<file path="src/rtl/data_mem_arbiter_pkg.sv">
// Shared encodings for the DataMemory arbiter: FSM states, owner codes, bus widths.
// Pure declarations, no latency; no flow control.
// Build option: ARB_ROUND_ROBIN_EN swaps fixed priority for round-robin in arb_grant_sel.
`ifndef MEM_BUS
`define MEM_BUS 32
`endif
`ifndef MEM_ADDR_BUS
`define MEM_ADDR_BUS 32
`endif

package data_mem_arbiter_pkg;

    typedef enum logic [1:0] {
        ARB_IDLE   = 2'd0,
        ARB_ACCESS = 2'd1,
        ARB_ACK    = 2'd2
    } arb_state_t;

    localparam logic OWN_M0 = 1'b0;
    localparam logic OWN_M1 = 1'b1;

    localparam int STARVE_W = 4;

    // Saturating increment used by the starvation guard.
    function automatic logic [STARVE_W-1:0] sat_inc(input logic [STARVE_W-1:0] cnt,
                                                    input logic [STARVE_W-1:0] lim);
        return (cnt >= lim) ? lim : cnt + 1'b1;
    endfunction

endpackage

</file>
<file path="src/rtl/arb_grant_sel.sv">
// Combinational winner select between the CPU (m0) and DMA (m1) requests.
// Zero latency; the FSM only consults it in IDLE, so it never stalls a requester itself.
// ARB_ROUND_ROBIN_EN: contention goes to the master not served last, else m0 unless m1 starved.
module arb_grant_sel
    import data_mem_arbiter_pkg::*;
#(
    parameter int MAX_WAIT = 4
) (
    input  logic                m0_req,
    input  logic                m1_req,
`ifdef ARB_ROUND_ROBIN_EN
    input  logic                last_owner,
`else
    input  logic [STARVE_W-1:0] starve_cnt,
`endif
    output logic                grant_vld,
    output logic                grant_owner
);

    always_comb begin
        grant_vld   = m0_req | m1_req;
        grant_owner = OWN_M0;
        if (m0_req && m1_req) begin
`ifdef ARB_ROUND_ROBIN_EN
            grant_owner = ~last_owner;
`else
            grant_owner = (starve_cnt == STARVE_W'(MAX_WAIT)) ? OWN_M1 : OWN_M0;
`endif
        end else if (m1_req) begin
            grant_owner = OWN_M1;
        end
    end

endmodule

</file>
<file path="src/rtl/data_mem_arbiter.sv">
// Shares the single DataMemory port between the CPU MEM stage (m0) and a DMA engine (m1).
// Latency: req sampled in N, memory access N+1, one-cycle ack N+2; next grant no earlier than N+3.
// Backpressure: a requester holds req/command stable until its ack; ARB_ROUND_ROBIN_EN selects round-robin.
module data_mem_arbiter
    import data_mem_arbiter_pkg::*;
#(
    parameter int ADDR_W   = `MEM_ADDR_BUS,
    parameter int DATA_W   = `MEM_BUS,
    parameter int MAX_WAIT = 4
) (
    input  logic              clk,
    input  logic              rst,
    input  logic              m0_req_i,
    input  logic              m0_we_i,
    input  logic [ADDR_W-1:0] m0_addr_i,
    input  logic [DATA_W-1:0] m0_wdata_i,
    output logic              m0_ack_o,
    output logic [DATA_W-1:0] m0_rdata_o,
    input  logic              m1_req_i,
    input  logic              m1_we_i,
    input  logic [ADDR_W-1:0] m1_addr_i,
    input  logic [DATA_W-1:0] m1_wdata_i,
    output logic              m1_ack_o,
    output logic [DATA_W-1:0] m1_rdata_o,
    output logic              ram_cre_o,
    output logic              ram_cwe_o,
    output logic [ADDR_W-1:0] ram_addr_o,
    output logic [DATA_W-1:0] ram_wdata_o,
    input  logic [DATA_W-1:0] ram_rdata_i,
    output logic              busy_o
);

    arb_state_t        state_q, state_d;
    logic              owner_q;
    logic              we_q;
    logic [ADDR_W-1:0] addr_q;
    logic [DATA_W-1:0] wdata_q;
    logic [DATA_W-1:0] m0_rdata_q, m1_rdata_q;
    logic              grant_vld, grant_owner;
    logic              take_grant;

`ifdef ARB_ROUND_ROBIN_EN
    logic last_owner_q;

    arb_grant_sel #(.MAX_WAIT(MAX_WAIT)) u_grant_sel (
        .m0_req      (m0_req_i),
        .m1_req      (m1_req_i),
        .last_owner  (last_owner_q),
        .grant_vld   (grant_vld),
        .grant_owner (grant_owner)
    );

    // Resets to m1 so that the very first contention goes to the CPU.
    always_ff @(posedge clk or negedge rst) begin
        if (!rst) begin
            last_owner_q <= OWN_M1;
        end else if (take_grant) begin
            last_owner_q <= grant_owner;
        end
    end
`else
    logic [STARVE_W-1:0] starve_cnt_q;

    arb_grant_sel #(.MAX_WAIT(MAX_WAIT)) u_grant_sel (
        .m0_req      (m0_req_i),
        .m1_req      (m1_req_i),
        .starve_cnt  (starve_cnt_q),
        .grant_vld   (grant_vld),
        .grant_owner (grant_owner)
    );

    // Counts only the slots m1 lost to m0 while it was asking.
    always_ff @(posedge clk or negedge rst) begin
        if (!rst) begin
            starve_cnt_q <= '0;
        end else if (take_grant) begin
            if (grant_owner == OWN_M1) begin
                starve_cnt_q <= '0;
            end else if (m1_req_i) begin
                starve_cnt_q <= sat_inc(starve_cnt_q, STARVE_W'(MAX_WAIT));
            end
        end
    end
`endif

    assign take_grant = (state_q == ARB_IDLE) && grant_vld;

    always_ff @(posedge clk or negedge rst) begin
        if (!rst) begin
            state_q <= ARB_IDLE;
        end else begin
            state_q <= state_d;
        end
    end

    always_comb begin
        state_d = state_q;
        case (state_q)
            ARB_IDLE:   if (grant_vld) state_d = ARB_ACCESS;
            ARB_ACCESS: state_d = ARB_ACK;
            ARB_ACK:    state_d = ARB_IDLE;
            default:    state_d = ARB_IDLE;
        endcase
    end

    always_ff @(posedge clk or negedge rst) begin
        if (!rst) begin
            owner_q <= OWN_M0;
            we_q    <= 1'b0;
            addr_q  <= '0;
            wdata_q <= '0;
        end else if (take_grant) begin
            owner_q <= grant_owner;
            we_q    <= (grant_owner == OWN_M1) ? m1_we_i    : m0_we_i;
            addr_q  <= (grant_owner == OWN_M1) ? m1_addr_i  : m0_addr_i;
            wdata_q <= (grant_owner == OWN_M1) ? m1_wdata_i : m0_wdata_i;
        end
    end

    // Read data lands only in the owner's register, so neither master sees the other's data.
    always_ff @(posedge clk or negedge rst) begin
        if (!rst) begin
            m0_rdata_q <= '0;
            m1_rdata_q <= '0;
        end else if (state_q == ARB_ACCESS && !we_q) begin
            if (owner_q == OWN_M1) begin
                m1_rdata_q <= ram_rdata_i;
            end else begin
                m0_rdata_q <= ram_rdata_i;
            end
        end
    end

    assign ram_cre_o   = (state_q == ARB_ACCESS) && !we_q;
    assign ram_cwe_o   = (state_q == ARB_ACCESS) &&  we_q;
    assign ram_addr_o  = addr_q;
    assign ram_wdata_o = wdata_q;
    assign m0_ack_o    = (state_q == ARB_ACK) && (owner_q == OWN_M0);
    assign m1_ack_o    = (state_q == ARB_ACK) && (owner_q == OWN_M1);
    assign m0_rdata_o  = m0_rdata_q;
    assign m1_rdata_o  = m1_rdata_q;
    assign busy_o      = (state_q != ARB_IDLE);

endmodule
</file>
<file path="config.mk">
export PLATFORM = sky130hd
export DESIGN_NAME = data_mem_arbiter
export DESIGN_NICKNAME = d
export VERILOG_FILES = /design/src/rtl/data_mem_arbiter_pkg.sv /design/src/rtl/arb_grant_sel.sv /design/src/rtl/data_mem_arbiter.sv
export SDC_FILE = /design/constraint.sdc
export NUM_CORES = 1
export LEC_CHECK = 0
export CAP_MARGIN = 20
export CORE_MARGIN = 4
export CORE_UTILIZATION = 30
export DETAILED_ROUTE_END_ITERATION = 10
export GPL_TIMING_DRIVEN = 0
export PLACE_DENSITY = 0.68
export SLEW_MARGIN = 10
export SYNTH_ARGS = -nofsm -noshare
export SYNTH_HDL_FRONTEND = slang
export SYNTH_HIERARCHICAL = 1
export SYNTH_SLANG_ARGS = --single-unit
export TNS_END_PERCENT = 50
</file>
<file path="constraint.sdc">
create_clock -name clk -period 2 [get_ports clk]
set_input_delay 0.2 -clock clk [delete_from_list [all_inputs] [get_ports clk]]
set_output_delay 0.2 -clock clk [all_outputs]
set_load 0.005 [all_outputs]
</file>
==> results of run 1 <==
synth_stat cells (2+ instances only):
| cell type | instances |
|---|---|
| clkbuf_1 | 16 |
| mux2_2 | 61 |
| dfrtp_1 | 136 |
| o21ai_0 | 65 |
| nand2_1 | 68 |
| mux2i_1 | 65 |
| and2_1 | 3 |
| a21oi_1 | 2 |
| nor2b_1 | 2 |
| buf_2 | 6 |
| mux2_1 | 4 |
| clkbuf_2 | 2 |
| buf_4 | 6 |
| or2_2 | 2 |
metal layers:
layer / vias up / global-route usage, %
met1: 2150 / 19.1
li1: 2224 / -
met4: 0 / 4.84
met5: - / 0
met3: 11 / 5.20
met2: 173 / 27.0
report_power, final:
| group | switching (mW) | total, mW | internal [mW] |
|---|---|---|---|
| registers | 0.687 | 4.80 | 4.11 |
| clock network | 1.26 | 3.13 | 1.86 |
| logic | 2.24 | 6.00 | 3.76 |
through the flow:
| step | TNS (ns) | cells | setup WS (ns) |
|---|---|---|---|
| floorplan | -0.811 | 452 | -0.0203 |
| finish | 0 | 1026 | 0.0467 |
| detailed placement | -22.79 | 985 | -0.477 |
| global route | -0.531 | 1026 | -0.0500 |
| global placement | -673.21 | 984 | -4.79 |
| CTS | 0 | 1024 | 0.00300 |
critical path, cell delays in order (launching register included):
cell and delay [ns]:
dfrtp_1 0.38, or4b_4 0.54, a21boi_2 0.14, buf_6 0.17, buf_12 0.15, clkbuf_16 0.15, mux2i_2 0.22, o21ai_1 0.07
sequential cells by signal, summed over array words and instances, names as in the netlist:
signal        flops
ram_addr_o       32
starve_cnt_q      4
owner_q           1
m1_rdata_o       32
we_q              1
ram_wdata_o      32
state_q           2
m0_rdata_o       32
timing repair:
| item | in CTS | in global routing |
|---|---|---|
| hold buffers | 1 | 0 |
| cloned | 0 | 2 |
| setup endpoints to repair | 70 | 66 |
| hold endpoints to repair | 48 | 0 |
| buffers inserted | 6 | 0 |
| resized for setup | 30 | 29 |
| pin swaps | 0 | 2 |
how the worst max path moves through the flow:
stage               slack [ns]  depth (start not counted)       startpoint         endpoint
floorplan                -0.02                          6  starve_cnt_q[1]    ram_addr_o[0]
global placement         -4.79                          1              rst    ram_addr_o[0]
detailed placement       -0.48                          6  starve_cnt_q[1]   ram_wdata_o[2]
CTS                      0.003                          6  starve_cnt_q[1]   ram_addr_o[13]
global route             -0.05                          8         m1_req_i  ram_wdata_o[15]
finish                    0.05                          7  starve_cnt_q[3]   ram_wdata_o[6]
final cells by class:
| type | count | area, sq um | share of cell area (%) |
|---|---|---|---|
| Buffer | 31 | 234 | 2.37 |
| Clock buffer | 17 | 425 | 4.31 |
| Clock inverter | 15 | 166 | 1.68 |
| Inverter | 1 | 5.00 | 0.0507 |
| Multi-Input combinational cell | 284 | 2230 | 22.5 |
| Sequential cell | 136 | 3400 | 34.4 |
| Tap cell | 234 | 293 | 2.96 |
| Timing Repair Buffer | 308 | 3130 | 31.7 |
kinds of logic after synthesis:
group           Yosys count  share of synthesized area, %
compound gates           71                          6.45
fa+ha+maj                 1                         0.219
buf+inv                  32                          2.83
flops                   136                          59.7
mux                     130                          24.2
simple gates             82                          6.56
==> results.ini, run 1 <==
[status]
status=complete, no violations

[sta]
rsz0062_at_grt=yes
whs_ns=0.297
hold_viol=0
clock_skew_ns=0.00700
slew_violations=0
timing.final.crit_period_ns=1.95
setup_violations=0
maxSlewHeadroom_pct=65.2
fin_crit_sh_pct=97.7
worst_pin_slew_ns=0.522
max_freq_mhz=512

[detailed_routing]
viasPerCell=4.44
wl_met3_um=1260
dr.pass1.iters=4
wl_per_cell_um=16.6
drc=0
num_vias=4558
met1_length_um=7180
antenna_left=0
wl_met2_um=8440
drt-total-wl_um=17000
top_layer=met4
dr.first_iter.drc_count=123

[place]
hpwl_um=13100
post_dp_cell_area_sq_um=9010
place_congestion=0.755
port-buffer-count=298

[finish]
final_cell_mix=297 x clkdlybuf4s50_1, 136 x dfrtp_1, 68 x nand2_1
final_area_sq_um=9880
fin_util_pct=52.8
layout_commonest_cell=clkdlybuf4s50_1
syn_to_final_growth_pct=73.3
nNetsFinal=946
layout-drive-gt1-share_pct=17.6
fill_cells=1670
antennaDiodeCount=0

[clock_tree]
clkTransAtPathRegs_ns=0.06
clk_latency_ns=0.41
tritoncts=done
cts_buffer_depth=2
cts-buffers-inserted=17
clockRootBuffer=clkbuf_16
cts_max_level=4
cts.sinks=136

[floorplanning]
chipHeight_um=146
die-width_um=146
start_util_pct=30.5
ioPinCount=299
num_rows=50
core_sq_um=18700
dieArea_sq_um=21300

[yosys]
synth_edf_count=0
synth_largest_area_cell=dfrtp_1
synth_warnings=6
syn_inst=452
syn_avg_cell_area_sq_um=12.6
synth_area_leaders=dfrtp_1 60%, mux2_2 12%, mux2i_1 11%, o21ai_0 5.7%, nand2_1 4.5%
ys_async_sr_fraction_pct=100
yosysTopAreaCellShare_pct=59.7
syn_area_sq_um=5700
yosysSeqAreaShare_pct=59.7
ys_seq_elements=136
syn_nets=619
ys_types=28
dominantRegCellSynth=dfrtp_1

[global_routing]
antenna_found_initial=0
grt_pass1_vias=4865
grt_max_degree=89
grt-ovfl-total=0
grt_pass1_wl_um=26800
gr-usage-all-layers_pct=15.8

[worst_hold_path]
hold_path.class=input pin to async pin

[worst_setup_path]
crit_required_ns=2.28
r2r-start=starve_cnt_q[3]
worstSetupEndpointType=flip-flop
arrival_ns=2.23
crit_fanout=6
rr_endpoint=ram_wdata_o[6]
reg2regPathDepth=7
criticalPathCategory=flip-flop to flip-flop
r2r_slack_ns=0.05
critPathLaunchType=flip-flop

[pwr]
leakage_nw=4.12
powerDensity_nw_per_um2=1410
ir_drop_v=0.000527
power_mw=13.9

[flow_run]
max_cap_violations=0

(Power assumes the default switching activity.)
==> inputs of run 2 (changes only) <==
SETUP_SLACK_MARGIN = 0.15   (was default)
TNS_END_PERCENT = default   (was 50)
==> results.ini, run 2 (synthesis results as in run 1) <==
[detailed_routing]
dr.first_iter.drc_count=125  ; +1.6%
viasPerCell=4.44  ; about the same
wl_per_cell_um=16.8  ; +1.1%
antenna_left=0  ; unchanged
dr.pass1.iters=4  ; unchanged
drt-total-wl_um=17400  ; +1.8%
num_vias=4588  ; +0.66%
drc=0  ; unchanged

[place]
hpwl_um=13100  ; unchanged
place_congestion=0.755  ; unchanged
port-buffer-count=298  ; unchanged
dpl.cell_count=985  ; unchanged

[floorplanning]
num_rows=50  ; unchanged
ioPinCount=299  ; unchanged
dieArea_sq_um=21300  ; unchanged
die-width_um=146  ; unchanged
core_sq_um=18700  ; unchanged
start_util_pct=30.5  ; unchanged
chipHeight_um=146  ; unchanged

[worst_setup_path]
crit_fanout=5  ; -1
crit_required_ns=2.27  ; about the same
path_cells=or4b_4 -> a21boi_2 -> buf_6 -> buf_12 -> clkbuf_16 -> mux2i_4 -> o21ai_1
arrival_ns=2.24  ; about the same
path_buf_inv=3  ; unchanged
cpPeakStageDelay_ns=0.55  ; about the same
worst_path_max_delay_cell=or4b_4
critPathLaunchType=flip-flop
worstSetupEndpointType=flip-flop
criticalPathCategory=flip-flop to flip-flop
reg2regPathDepth=7  ; unchanged
cp.depth=7  ; unchanged
crit_family=simple AND/OR/NAND/NOR gates

[pwr]
power_mw=14.1  ; +1.2%
ir_drop_v=0.000527  ; about the same
powerDensity_nw_per_um2=1390  ; -1.0%
leakage_nw=4.25  ; +3.0%

[global_routing]
grt_max_degree=89  ; unchanged
grt_pass1_vias=4961  ; +2.0%
grt_pass1_wl_um=27400  ; +2.3%
gr-usage-all-layers_pct=16.2  ; +0.35 points
grt-ovfl-total=0  ; unchanged
antenna_found_initial=0  ; unchanged

[finish]
antennaDiodeCount=0  ; unchanged
fin_util_pct=54.0  ; +1.2 points
stdcell_count=1033  ; +0.68%
nNetsFinal=953  ; +0.74%
layout_commonest_cell=clkdlybuf4s50_1
layout-drive-gt1-share_pct=21.0  ; +3.5 points
final_cell_mix=292 x clkdlybuf4s50_1, 134 x dfrtp_1, 68 x nand2_1
syn_to_final_growth_pct=77.2

[clock_tree]
cts_buffer_depth=2  ; unchanged
clkTransAtPathRegs_ns=0.06  ; about the same
clockRootBuffer=clkbuf_16
cts_max_level=4  ; unchanged
tritoncts=done
clk_latency_ns=0.41  ; about the same
cts-buffers-inserted=17  ; unchanged
cts.sinks=136  ; unchanged

[sta]
slew_violations=0  ; unchanged
fin_crit_sh_pct=98.3  ; +0.66 points
worst_pin_slew_ns=0.493  ; -0.0290 ns
hold_viol=0  ; unchanged
clock_skew_ns=0.00851  ; +0.00150 ns
max_freq_mhz=509  ; -0.67%
rsz0062_at_grt=yes
setup_violations=0  ; unchanged
timing.final.crit_period_ns=1.97  ; +0.0132 ns
maxSlewHeadroom_pct=67.1  ; +1.9 points

[worst_hold_path]
hold_path.class=input pin to async pin

[status]
status=complete, no violations

[flow_run]
max_cap_violations=0  ; unchanged

-- run 2: cell types whose count changed in the layout (fill, tap and decap cells not counted), moves of 3 or more --
cell	change
clkbuf_2	+6
clkbuf_1	-5
o21ai_1	+27
clkbuf_8	+3
dlygate4sd2_1	+4
clkdlybuf4s50_1	-5
mux2i_2	+10
clkbuf_16	+3
o21ai_0	-28
mux2i_1	-11
-- run 2: routing by layer --
metal,global-route usage (%),wire length (um),up-vias
li1,-,-,2241
met1,19.4,7180,2156
met2,27.8,8670,177
met3,5.39,1320,14
met4,4.84,179,0
met5,0,0,-
-- run 2: area by class of cell --
| type | count | area (sq um) |
|---|---|---|
| fillers | 1651 | 8600 |
| flip-flops and latches | 136 | 3410 |
| repair buffers | 315 | 3220 |
| multi-input cells | 284 | 2290 |
| clock buffers | 17 | 425 |
| plain buffers | 31 | 300 |
| well taps | 234 | 293 |
| clock inverters | 15 | 166 |
| inverters | 1 | 5.00 |
-- run 2: worst paths after layout --
| path | startpoint | endpoint | slack [ns] |
|---|---|---|---|
| max | starve_cnt_q[0] | ram_wdata_o[2] | 0.03 |
| min | rst | m0_rdata_o[5] | 0.30 |
| max reg2reg | starve_cnt_q[0] | ram_wdata_o[2] | 0.03 |
| min reg2reg | ram_addr_o[2] | ram_addr_o[2] | 0.48 |
| max in group asynchronous | rst | state_q[0] | 0.90 |
| min in group clk | m0_wdata_i[19] | ram_wdata_o[19] | 0.41 |
-- run 2: power by group --
part | internal, mW | switching, mW | leakage [nW]
Sequential | 4.11 | 0.687 | 1.65
Clock | 1.86 | 1.26 | 0.287
Combinational | 3.87 | 2.29 | 2.31
Total | 9.85 | 4.25 | 4.25
-- run 2: repair_timing --
action / CTS / global route
setup buffers: 9 / 1
endpoints found under the setup margin: 74 / 132
gates resized for setup: 79 / 45
hold buffers: 1 / 0
cloned: 4 / 1
hold endpoints to repair: 48 / 0
pin swaps: 3 / 3
-- run 2: metrics by stage --
| stage | cell area (sq um) | hold slack, ns | setup TNS [ns] | setup WS [ns] |
|---|---|---|---|---|
| after floorplan | 5710 | -0.0956 | -0.811 | -0.0203 |
| final | 10100 | 0.298 | 0 | 0.0335 |
| after global placement | 8980 | 0.459 | -673.21 | -4.79 |
| after detailed placement | 9010 | 0.172 | -22.79 | -0.477 |
| after global routing | 10100 | 0.328 | -0.274 | -0.0200 |
| after CTS | 10000 | 0.301 | 0 | 0.0336 |
==> inputs of run 3 (changes only) <==
CELL_PAD_IN_SITES_DETAIL_PLACEMENT = 1   (was default)
CELL_PAD_IN_SITES_GLOBAL_PLACEMENT = 2   (was default)
CORE_UTILIZATION = 21   (was 30)
HOLD_SLACK_MARGIN = 0.06   (was default)
PLACE_DENSITY = 0.77   (was 0.68)
==> results.ini, run 3 (synthesis results as in run 1) <==
[finish]
seqCellArea_sq_um=3400  ; about the same
nNetsFinal=951  ; -0.21%
antennaDiodeCount=0  ; unchanged
final_cell_mix=293 x clkdlybuf4s50_1, 135 x dfrtp_1, 68 x nand2_1
syn_to_final_growth_pct=78.0
final_area_sq_um=10200  ; +0.45%
multi_input_area_sq_um=2270  ; -0.93%
layout-drive-gt1-share_pct=20.0  ; -1.0 points
fill_cells=2921  ; +77%
layout_commonest_cell=clkdlybuf4s50_1

[flow_run]
max_cap_violations=0  ; unchanged

[sta]
clock_skew_ns=0.0182  ; +0.00968 ns
worst_pin_slew_ns=0.486  ; -0.00741 ns
timing.final.crit_period_ns=1.98  ; +0.0158 ns
finalSetupTns_ns=0  ; unchanged
rsz0062_at_grt=yes
maxSlewHeadroom_pct=67.6  ; +0.49 points
slew_violations=0  ; unchanged
fin_crit_sh_pct=99.1  ; +0.79 points
max_freq_mhz=504  ; -0.79%
hold_viol=0  ; unchanged
setup_violations=0  ; unchanged

[detailed_routing]
wl_per_cell_um=17.8  ; +5.9%
met1_length_um=8480  ; +18%
viasPerCell=4.12  ; -7.2%
wl_met3_um=1750  ; +32%
dr.first_iter.drc_count=188  ; +50%
dr.pass1.iters=4  ; unchanged
drt-total-wl_um=20200  ; +16%
top_layer=met4
num_vias=4684  ; +2.1%
wl_met2_um=9870  ; +14%
antenna_left=0  ; unchanged
drc=0  ; unchanged

[clock_tree]
clockRootBuffer=clkbuf_16
cts_buffer_depth=2  ; unchanged
cts_max_level=4  ; unchanged
tritoncts=done
cts.sinks=136  ; unchanged
cts-buffers-inserted=17  ; unchanged
clk_latency_ns=0.42  ; about the same
clkTransAtPathRegs_ns=0.06  ; about the same

[global_routing]
grt-ovfl-total=0  ; unchanged
grt_max_degree=77  ; -13%
grt_pass1_vias=5174  ; +4.3%
gr-usage-all-layers_pct=13.3  ; -2.9 points
grt_pass1_wl_um=31000  ; +13%
antenna_found_initial=0  ; unchanged

[floorplanning]
ioPinCount=299  ; unchanged
core_sq_um=26800  ; +43%
start_util_pct=21.3  ; -9.2 points
chipHeight_um=173  ; +18%
num_rows=60  ; +20%
dieArea_sq_um=29900  ; +40%
die-width_um=173  ; +18%

[worst_setup_path]
crit_fanout=10  ; +5
worstSetupEndpointType=flip-flop
crit_required_ns=2.27  ; about the same
criticalPathCategory=flip-flop to flip-flop
arrival_ns=2.25  ; about the same
critPathLaunchType=flip-flop

[place]
port-buffer-count=298  ; unchanged
post_dp_cell_area_sq_um=9150  ; +1.5%
place_congestion=0.707  ; -6.3%
hpwl_um=15100  ; +16%

[status]
status=complete, no violations

[pwr]
ir_drop_v=0.000466  ; -12%
leakage_nw=4.21  ; -0.83%
power_mw=14.3  ; +1.1%
powerDensity_nw_per_um2=1400  ; +0.68%

[worst_hold_path]
hold_path.class=input pin to async pin

-- run 3: cell types whose count changed in the layout (fill, tap and decap cells not counted), sizes merged --
cell	before	now
buf	26	31
bufinv	2	3
clkbuf	39	33
clkdlybuf4s50	292	293
dlygate4sd2	4	2
dlymetal6s2s	1	2
inv	6	2
-- run 3: final timing paths --
check / startpoint / endpoint / slack, ns / depth (start not counted)
max: starve_cnt_q[0] / ram_addr_o[29] / 0.02 / 7
min: rst / ram_addr_o[31] / 0.29 / 2
max reg2reg: starve_cnt_q[0] / ram_addr_o[29] / 0.02 / 7
min reg2reg: ram_addr_o[29] / ram_addr_o[29] / 0.47 / 2
max in group asynchronous: rst / m0_rdata_o[8] / 0.94 / 3
min in group clk: m0_wdata_i[27] / ram_wdata_o[27] / 0.41 / 3
-- run 3: power breakdown --
part	total, mW	leakage, nW	switching (mW)	internal (mW)
sequential	4.83	1.66	0.713	4.11
combinational	6.22	2.27	2.36	3.85
clock	3.21	0.288	1.23	1.98
-- run 3: per-stage QoR --
stage | instances | utilization, % | hold WS [ns] | setup WS [ns]
after global routing | 1136 | 37.9 | 0.336 | -0.0699
after global placement | 1091 | 34.0 | 0.460 | -5.13
final | 1136 | 37.9 | 0.289 | 0.0178
after floorplan | 452 | - | -0.0956 | -0.0203
after CTS | 1133 | 37.3 | 0.306 | 0.00606
after detailed placement | 1092 | 34.1 | 0.169 | -0.569
-- run 3: cell type report --
class / count / share of cell area, %
plain buffers: 31 / 2.98
inverters: 1 / 0.0493
clock buffers: 18 / 4.33
repair buffers: 313 / 31.1
flip-flops and latches: 136 / 33.5
multi-input cells: 284 / 22.3
well taps: 341 / 4.20
clock inverters: 12 / 1.49
-- run 3: what timing repair did --
item,in CTS,in global routing
resized for setup,51,57
hold endpoints to repair,60,0
pin swaps,3,2
buffers inserted,8,3
hold buffers,1,0
setup endpoints to repair,102,122
gates cloned,2,0
-- run 3: metal layers --
metal	GRT usage, %	vias to the layer above
met5	0	-
met4	2.69	0
met3	5.84	4
met2	22.8	185
met1	15.6	2261
li1	-	2234
-- run 3: worst max-delay path: stages (launching register included) --
cell and delay, ns:
dfrtp_1 0.37, or4b_1 0.53, a21boi_1 0.16, buf_4 0.18, buf_4 0.13, buf_12 0.14, mux2i_4 0.23, o21ai_0 0.09
